## src/rtl/mem_load_unit.sv

```systemverilog
// MEM-stage load unit: issues one read on the data SRAM-like bus per load and
// returns aligned, sign/zero-extended data, stalling while the read is in flight.
module mem_load_unit #(
    parameter bit ADDR_MAP_EN = 1'b1
) (
    input  logic        clk,
    input  logic        resetn,
    input  logic        MEM_ReadMem,
    input  logic [1:0]  MEM_LoadSize,
    input  logic        MEM_LoadUnsigned,
    input  logic [31:0] MEM_ALUOut,
    input  logic        MEM_Flush,
    input  logic        WB_AllowIn,
    output logic        data_sram_req,
    output logic [31:0] data_sram_addr,
    output logic [1:0]  data_sram_size,
    input  logic        data_sram_addr_ok,
    input  logic        data_sram_data_ok,
    input  logic [31:0] data_sram_rdata,
    output logic [31:0] MEM_DMOut,
    output logic        MEM_LoadValid,
    output logic        MEM_Stall,
    output logic        MEM_RdWrongAddr,
    output logic [1:0]  dbg_state
);

    typedef enum logic [1:0] {
        S_IDLE = 2'd0,
        S_REQ  = 2'd1,
        S_WAIT = 2'd2,
        S_DONE = 2'd3
    } state_t;

    // Bus handshake: a request is held (req=1, addr/size stable) until the cycle
    // addr_ok is high; exactly one data_ok follows in a later cycle.
    state_t      state_q, state_d;
    logic        discard_q, discard_d;
    logic [31:0] addr_q, addr_d;
    logic [1:0]  size_q, size_d;
    logic        uns_q, uns_d;
    logic [1:0]  off_q, off_d;
    logic [31:0] dmout_q, dmout_d;

    logic        is_half;
    logic        is_byte;
    logic        is_word;
    logic        launch;
    logic [31:0] mapped_addr;
    logic [1:0]  bus_size;
    logic [31:0] lane;
    logic [15:0] half_v;
    logic [31:0] fmt_data;

    assign is_half = (MEM_LoadSize == 2'b01);
    assign is_byte = (MEM_LoadSize == 2'b10);
    assign is_word = !is_half && !is_byte;

    assign MEM_RdWrongAddr = MEM_ReadMem &
                             ((is_word & (MEM_ALUOut[1:0] != 2'b00)) |
                              (is_half & MEM_ALUOut[0]));

    assign launch = (state_q == S_IDLE) & MEM_ReadMem & !MEM_RdWrongAddr & !MEM_Flush;

    // kseg0/kseg1 (0x8xxx_xxxx..0xBxxx_xxxx) fold onto physical by dropping addr[31:29]
    assign mapped_addr = (ADDR_MAP_EN && MEM_ALUOut[31:30] == 2'b10)
                         ? {3'b000, MEM_ALUOut[28:0]} : MEM_ALUOut;
    assign bus_size    = is_byte ? 2'b00 : (is_half ? 2'b01 : 2'b10);

    assign lane   = data_sram_rdata >> {off_q, 3'b000};
    assign half_v = off_q[1] ? data_sram_rdata[31:16] : data_sram_rdata[15:0];

    always_comb begin
        fmt_data = data_sram_rdata;
        case (size_q)
            2'b00:   fmt_data = {{24{lane[7] & !uns_q}}, lane[7:0]};
            2'b01:   fmt_data = {{16{half_v[15] & !uns_q}}, half_v};
            default: fmt_data = data_sram_rdata;
        endcase
    end

    always_comb begin
        state_d   = state_q;
        discard_d = discard_q;
        addr_d    = addr_q;
        size_d    = size_q;
        uns_d     = uns_q;
        off_d     = off_q;
        dmout_d   = dmout_q;
        case (state_q)
            S_IDLE: begin
                if (launch) begin
                    state_d = S_REQ;
                    addr_d  = mapped_addr;
                    size_d  = bus_size;
                    uns_d   = MEM_LoadUnsigned;
                    off_d   = MEM_ALUOut[1:0];
                end
            end
            S_REQ: begin
                if (data_sram_addr_ok) begin
                    state_d   = S_WAIT;
                    discard_d = MEM_Flush;
                end else if (MEM_Flush) begin
                    state_d = S_IDLE;
                end
            end
            S_WAIT: begin
                if (MEM_Flush) begin
                    discard_d = 1'b1;
                end
                if (data_sram_data_ok) begin
                    if (discard_q || MEM_Flush) begin
                        state_d   = S_IDLE;
                        discard_d = 1'b0;
                    end else begin
                        state_d = S_DONE;
                        dmout_d = fmt_data;
                    end
                end
            end
            S_DONE: begin
                if (WB_AllowIn || MEM_Flush) begin
                    state_d = S_IDLE;
                end
            end
            default: state_d = S_IDLE;
        endcase
    end

    always_ff @(posedge clk or negedge resetn) begin
        if (!resetn) begin
            state_q   <= S_IDLE;
            discard_q <= 1'b0;
            addr_q    <= 32'd0;
            size_q    <= 2'd0;
            uns_q     <= 1'b0;
            off_q     <= 2'd0;
            dmout_q   <= 32'd0;
        end else begin
            state_q   <= state_d;
            discard_q <= discard_d;
            addr_q    <= addr_d;
            size_q    <= size_d;
            uns_q     <= uns_d;
            off_q     <= off_d;
            dmout_q   <= dmout_d;
        end
    end

    assign data_sram_req  = (state_q == S_REQ);
    assign data_sram_addr = addr_q;
    assign data_sram_size = size_q;
    assign MEM_DMOut      = dmout_q;
    assign MEM_LoadValid  = (state_q == S_DONE);
    assign MEM_Stall      = launch | (state_q == S_REQ) | (state_q == S_WAIT);
    assign dbg_state      = state_q;

endmodule
```

## config.mk

```make
export PLATFORM = sky130hd
export DESIGN_NAME = mem_load_unit
export DESIGN_NICKNAME = d
export VERILOG_FILES = /design/src/rtl/mem_load_unit.sv
export SDC_FILE = /design/constraint.sdc
export NUM_CORES = 1
export LEC_CHECK = 0
export BUFFER_PORTS_ARGS = -buffer_cell sky130_fd_sc_hd__buf_4
export CAP_MARGIN = 10
export CORE_UTILIZATION = 29
export DETAILED_ROUTE_END_ITERATION = 8
export SYNTH_ARGS = -nofsm -noshare
export SYNTH_HDL_FRONTEND = slang
export SYNTH_SLANG_ARGS = --single-unit
```

## constraint.sdc

```tcl
create_clock -name clk -period 3.25 [get_ports clk]
set_input_delay 0.325 -clock clk [delete_from_list [all_inputs] [get_ports clk]]
set_output_delay 0.325 -clock clk [all_outputs]
set_load 0.02 [all_outputs]
```

### After elaboration in Yosys (flattened, before gate mapping)

Index checks and enable logic that the tools add are counted.

* logic and storage cells: 65
* input port bits: 74
* register bits: 72

* equal/unequal tests: 12
* bitwise gates (word level): 12
* reduce and logical (&&, ||, !) cells: 16
* muxes and demuxes: 17
* shift operators: 1

Operators by type and width (count)
* one-hot mux 32 bit (2 select lines): 1
* 2-to-1 mux 32 bit: 1
* right shift 32 x 5 -> 8 bit: 1
* 2-to-1 mux 16 bit: 1
* 2-to-1 mux 2 bit: 8
* AND 1 bit: 8
* equality test 2 bit (second input constant): 4
* one-hot mux 2 bit (4 select lines): 1
* equality test 2 x 1 -> 1 bit (second input constant): 3
* zero test 1 bit: 5
* zero test 2 bit: 2
* 2-to-1 mux 1 bit: 4
* inequality test 2 x 1 -> 1 bit (second input constant): 2
* inequality test 2 bit (second input constant): 2
* AND reduction 2 bit: 2
* AND reduction 4 bit: 1
* nonzero test 2 bit: 2
* inequality test 3 x 2 -> 1 bit (second input constant): 1
* bitwise OR 1 bit: 3
* AND reduction 3 bit: 1
* logical OR 1 bit: 2
* one-hot mux 1 bit (2 select lines): 1
* logical AND 1 bit: 1
* inverter 1 bit: 1

### Logic depth before layout (Yosys ltp)

* word-level depth: 11
* mapped depth: 8
* gate-level depth less buffers: 6

### Worst setup path after synthesis

No wires, ideal clock.

* kind: input port to output port
* from: in MEM_LoadSize[1]
* to: out MEM_Stall
* arrival time: 2001 ps
* stages: 8
* slack: 924 ps
* path buffers: 2
* cell sequence: inv_1 > ha_1 > o21ai_0 > a21boi_0 > nand4bb_1 > buf_4 > buf_6 > o21ai_0

* longest elaborated chain between the ends: 11

Ends and longest elaborated chain
* from (decl): RTL line 9 `input logic [1:0] MEM_LoadSize,`
* equality test 2 x 1 -> 1 bit or equality test 2 bit (tied branches): RTL line 54, 55
* zero test 1 bit: RTL line 56 `assign is_word = !is_half && !is_byte;`
* logical AND 1 bit: RTL line 56
* AND 1 bit: RTL line 59 `((is_word & (MEM_ALUOut[1:0] != 2'b00)) |`
* bitwise OR 1 bit *: RTL line 59
* AND 1 bit *: RTL line 58 `assign MEM_RdWrongAddr = MEM_ReadMem &`
* via MEM_RdWrongAddr: RTL line 23 `output logic MEM_RdWrongAddr,`
* zero test 1 bit *: RTL line 62 `assign launch = (state_q == S_IDLE) & MEM_ReadMem & !MEM_RdWrongAddr & !MEM_Flush;`
* AND 1 bit * (2 in a row): RTL line 62
* bitwise OR 1 bit * (2 in a row): RTL line 155 `assign MEM_Stall = launch | (state_q == S_REQ) | (state_q == S_WAIT);`
* to (decl): RTL line 22 `output logic MEM_Stall,`

The timed path passes the listed nets; every way through them passes the cells marked *.

==> flow_metrics.tcl <==
set metrics [dict create \
    via_per_inst 4.699 \
    tns_ns 0 \
    required_ns 3.43 \
    pwr_density_cell_nw_per_um2 1042 \
    async_flop_share 1.000 \
    design.core.area_um2 10980 \
    cts_buffers 9 \
    period_needed_ns 2.230 \
    hold_path_class "in2async" \
    drt-wirelength-per-cell_um 15.60 \
    synth-edff-count 0 \
    synth_cells 305 \
    worstSkewPairLatency_ns 0.33 \
    antenna_found_initial 0 \
    yosys.area_share.simple 0.1143 \
    p_leak_uw 0.002374 \
    synth-main-ff-cell "dfrtp_1" \
    cp.depth 4 \
    reg2reg_slack_ns 1.02 \
    skew_ns 0.005418 \
    synth_area_um2 3306 \
    synth.avg_cell_area_um2 10.84 \
    synth_mux_area_frac 0.1665 \
    wl_um 9218 \
    path_class "reg2reg" \
    max_freq_mhz 448.4 \
    htree_levels 3 \
    synth_top_area_cell "dfrtp_1" \
    grt_max_degree 71 \
    irDropWorstVdd_v 0.0004580 \
    drive_above_1_share 0.4568 \
    synth_nets 381 \
    cts_buffer_depth 2 \
    yosys_warnings 0 \
    dpl.hpwl_um 6786 \
    final_cells 591 \
    hold_viol 0 \
    seq_area_frac_synth 0.5299 \
    portBuffers 145 \
    vias 2777 \
    start_util 0.3010 \
    cts_resized 0 \
    dr.pass1.iters 4 \
    yosysUniqueCellTypes 31 \
    cp-end-kind "register" \
    area_delta_synth_final_pct 45.91 \
    boundaryPins 146 \
    synth_top_family_by_area "multiplexers" \
    critPathLaunchType "register" \
    synth_fa_ha_area_frac 0.007570 \
    ant_nets 0 \
    place_inst 575 \
    worstReg2RegStart "data_sram_addr[1]" \
    crit_slowest_cell "dfrtp_1" \
    place.gp.congestion 0.7722 \
    grt_pass1_vias 2885 \
    grt_util_all_layers 0.1644 \
    fp.dieW_um 108.8 \
    cts.clk_slew.worst_paths_ns 0.05 \
    die-area_um2 11830 \
    critPathLaunch "data_sram_addr[1]" \
    critPathCapture "MEM_DMOut[25]" \
    crit_family "flip-flops" \
    crit_arrival_ns 2.41 \
    post-cts-setup-buffer-count 0 \
    synth.top_cell.area_share 0.5299 \
    worst_pin_slew_ns 0.9265 \
    die_y_um 108.8 \
    antennaDiodeCount 0 \
    cts_tree "done" \
    fin_util 0.4392 \
    fin_total_pwr_uw 5026 \
    critical-path-max-stage-delay_ns 0.80 \
    synth-seq-cells 70 \
    rsz0062_at_grt "no" \
    hold_buffers 0 \
    final_nets 522 \
    drc 0 \
    overflow 0 \
    synth-xor-area-share 0 \
    critical_path.cell_chain "mux2_2 > mux2i_1 > o31a_1 > a21oi_1" \
    grt_first_pass_wirelength_um 14340 \
    max_slew_margin 0.3823 \
    clock_sinks 70 \
    drt_iter0_markers 108 \
    post-route-period-util 0.6862 \
    root_buffer "clkbuf_16" \
    finalSetupViolCount 0 \
    crit_fanout 18 \
    r2r-end "MEM_DMOut[25]" \
    reg2reg_depth 4 \
    max-cap-violations 0 \
    synth_area_leaders "dfrtp_1 (53%), mux2_2 (13%), nand2_1 (4.1%)" \
    rows 38 \
    critPathBufInv 0 \
    slew_violations 0 \
    status "finished, final reports clean" \
    synth-compound-area-share 0.1306 \
]
[Yosys cell counts, drive strengths merged, types with 2 or more instances]
library cell / instances
clkbuf: 4
or3: 4
ha: 2
o21ai: 23
a21o: 8
dfrtp: 70
nand2: 36
buf: 15
a21oi: 24
a211oi: 2
nand2b: 9
inv: 14
a221oi: 8
o311ai: 2
mux2: 38
nor2: 23
mux2i: 10
nor2b: 5
[layout make-up]
| cell class | instances | area (um2) |
|---|---|---|
| inverters | 14 | 52.55 |
| well taps | 140 | 175.2 |
| clock buffers | 13 | 270.3 |
| repair buffers | 149 | 1119 |
| fillers | 1047 | 6160 |
| flip-flops and latches | 70 | 1752 |
| clock inverters | 3 | 65.06 |
| multi-input cells | 202 | 1390 |
[per-stage QoR]
| step | setup slack (ns) | instance area, um2 | hold slack (ns) |
|---|---|---|---|
| after floorplan | 0.9241 | 3306 | 0.02941 |
| final | 1.020 | 4823 | 0.1018 |
| after CTS | 0.9648 | 4823 | 0.1642 |
| after global routing | 0.8511 | 4823 | 0.2023 |
| after global placement | 0.9818 | 4488 | 0.4680 |
| after detailed placement | 0.9137 | 4488 | 0.4715 |
[layout by cell type, fill, tap and decap left out, drive strengths merged, types with 2 or more instances in the layout]
cell    instances
bufinv          2
nor2b           5
nand2b          9
a21oi          24
a221oi          8
clkbuf         13
mux2           38
o311ai          2
a211oi          2
o21ai          23
inv            14
buf           149
dfrtp          70
mux2i          10
or3             4
nor2           23
nand2          36
a21o            8
ha              2
[worst register-to-register path, delay by kind of cell (launching register included)]
family	cells	cell delay, ns
mux	2	0.55
compound gates	2	0.72
flops	1	0.80
[state kept, by name, summed over array words and instances, names as in the netlist]
register        flops
MEM_DMOut          32
data_sram_addr     32
data_sram_size      2
dbg_state           2
discard_q           1
uns_q               1
[power by group]
| group | switching, uW | internal (uW) |
|---|---|---|
| Combinational | 1210 | 1070 |
| Clock | 358 | 733 |
| Sequential | 358 | 1300 |
[worst min path at each step]
stage | startpoint | end | slack [ns] | cells past startpoint
after floorplan | resetn | MEM_DMOut[0] | 0.03 | 0
after global placement | MEM_DMOut[13] | MEM_DMOut[13] | 0.47 | 1
after detailed placement | MEM_DMOut[13] | MEM_DMOut[13] | 0.47 | 1
after CTS | resetn | data_sram_addr[24] | 0.16 | 1
after global routing | resetn | data_sram_addr[24] | 0.20 | 1
final | resetn | data_sram_addr[30] | 0.10 | 1
[logic make-up (layout without fill, tap and decap cells)]
kind of cell | after synthesis | after routing
flops | 70 | 70
buf+inv | 33 | 179
fa+ha+maj | 2 | 2
mux | 49 | 49
compound gates | 69 | 69
simple gates | 82 | 82
[per-layer routing]
metal / track usage / vias up / share of wire
li1: - / 1337 / -
met1: 0.1971 / 1294 / 0.43
met2: 0.2604 / 132 / 0.45
met3: 0.06157 / 14 / 0.10
met4: 0.07722 / 0 / 0.022
met5: 0 / - / 0
No activity file was read; power rests on OpenSTA's default activity.
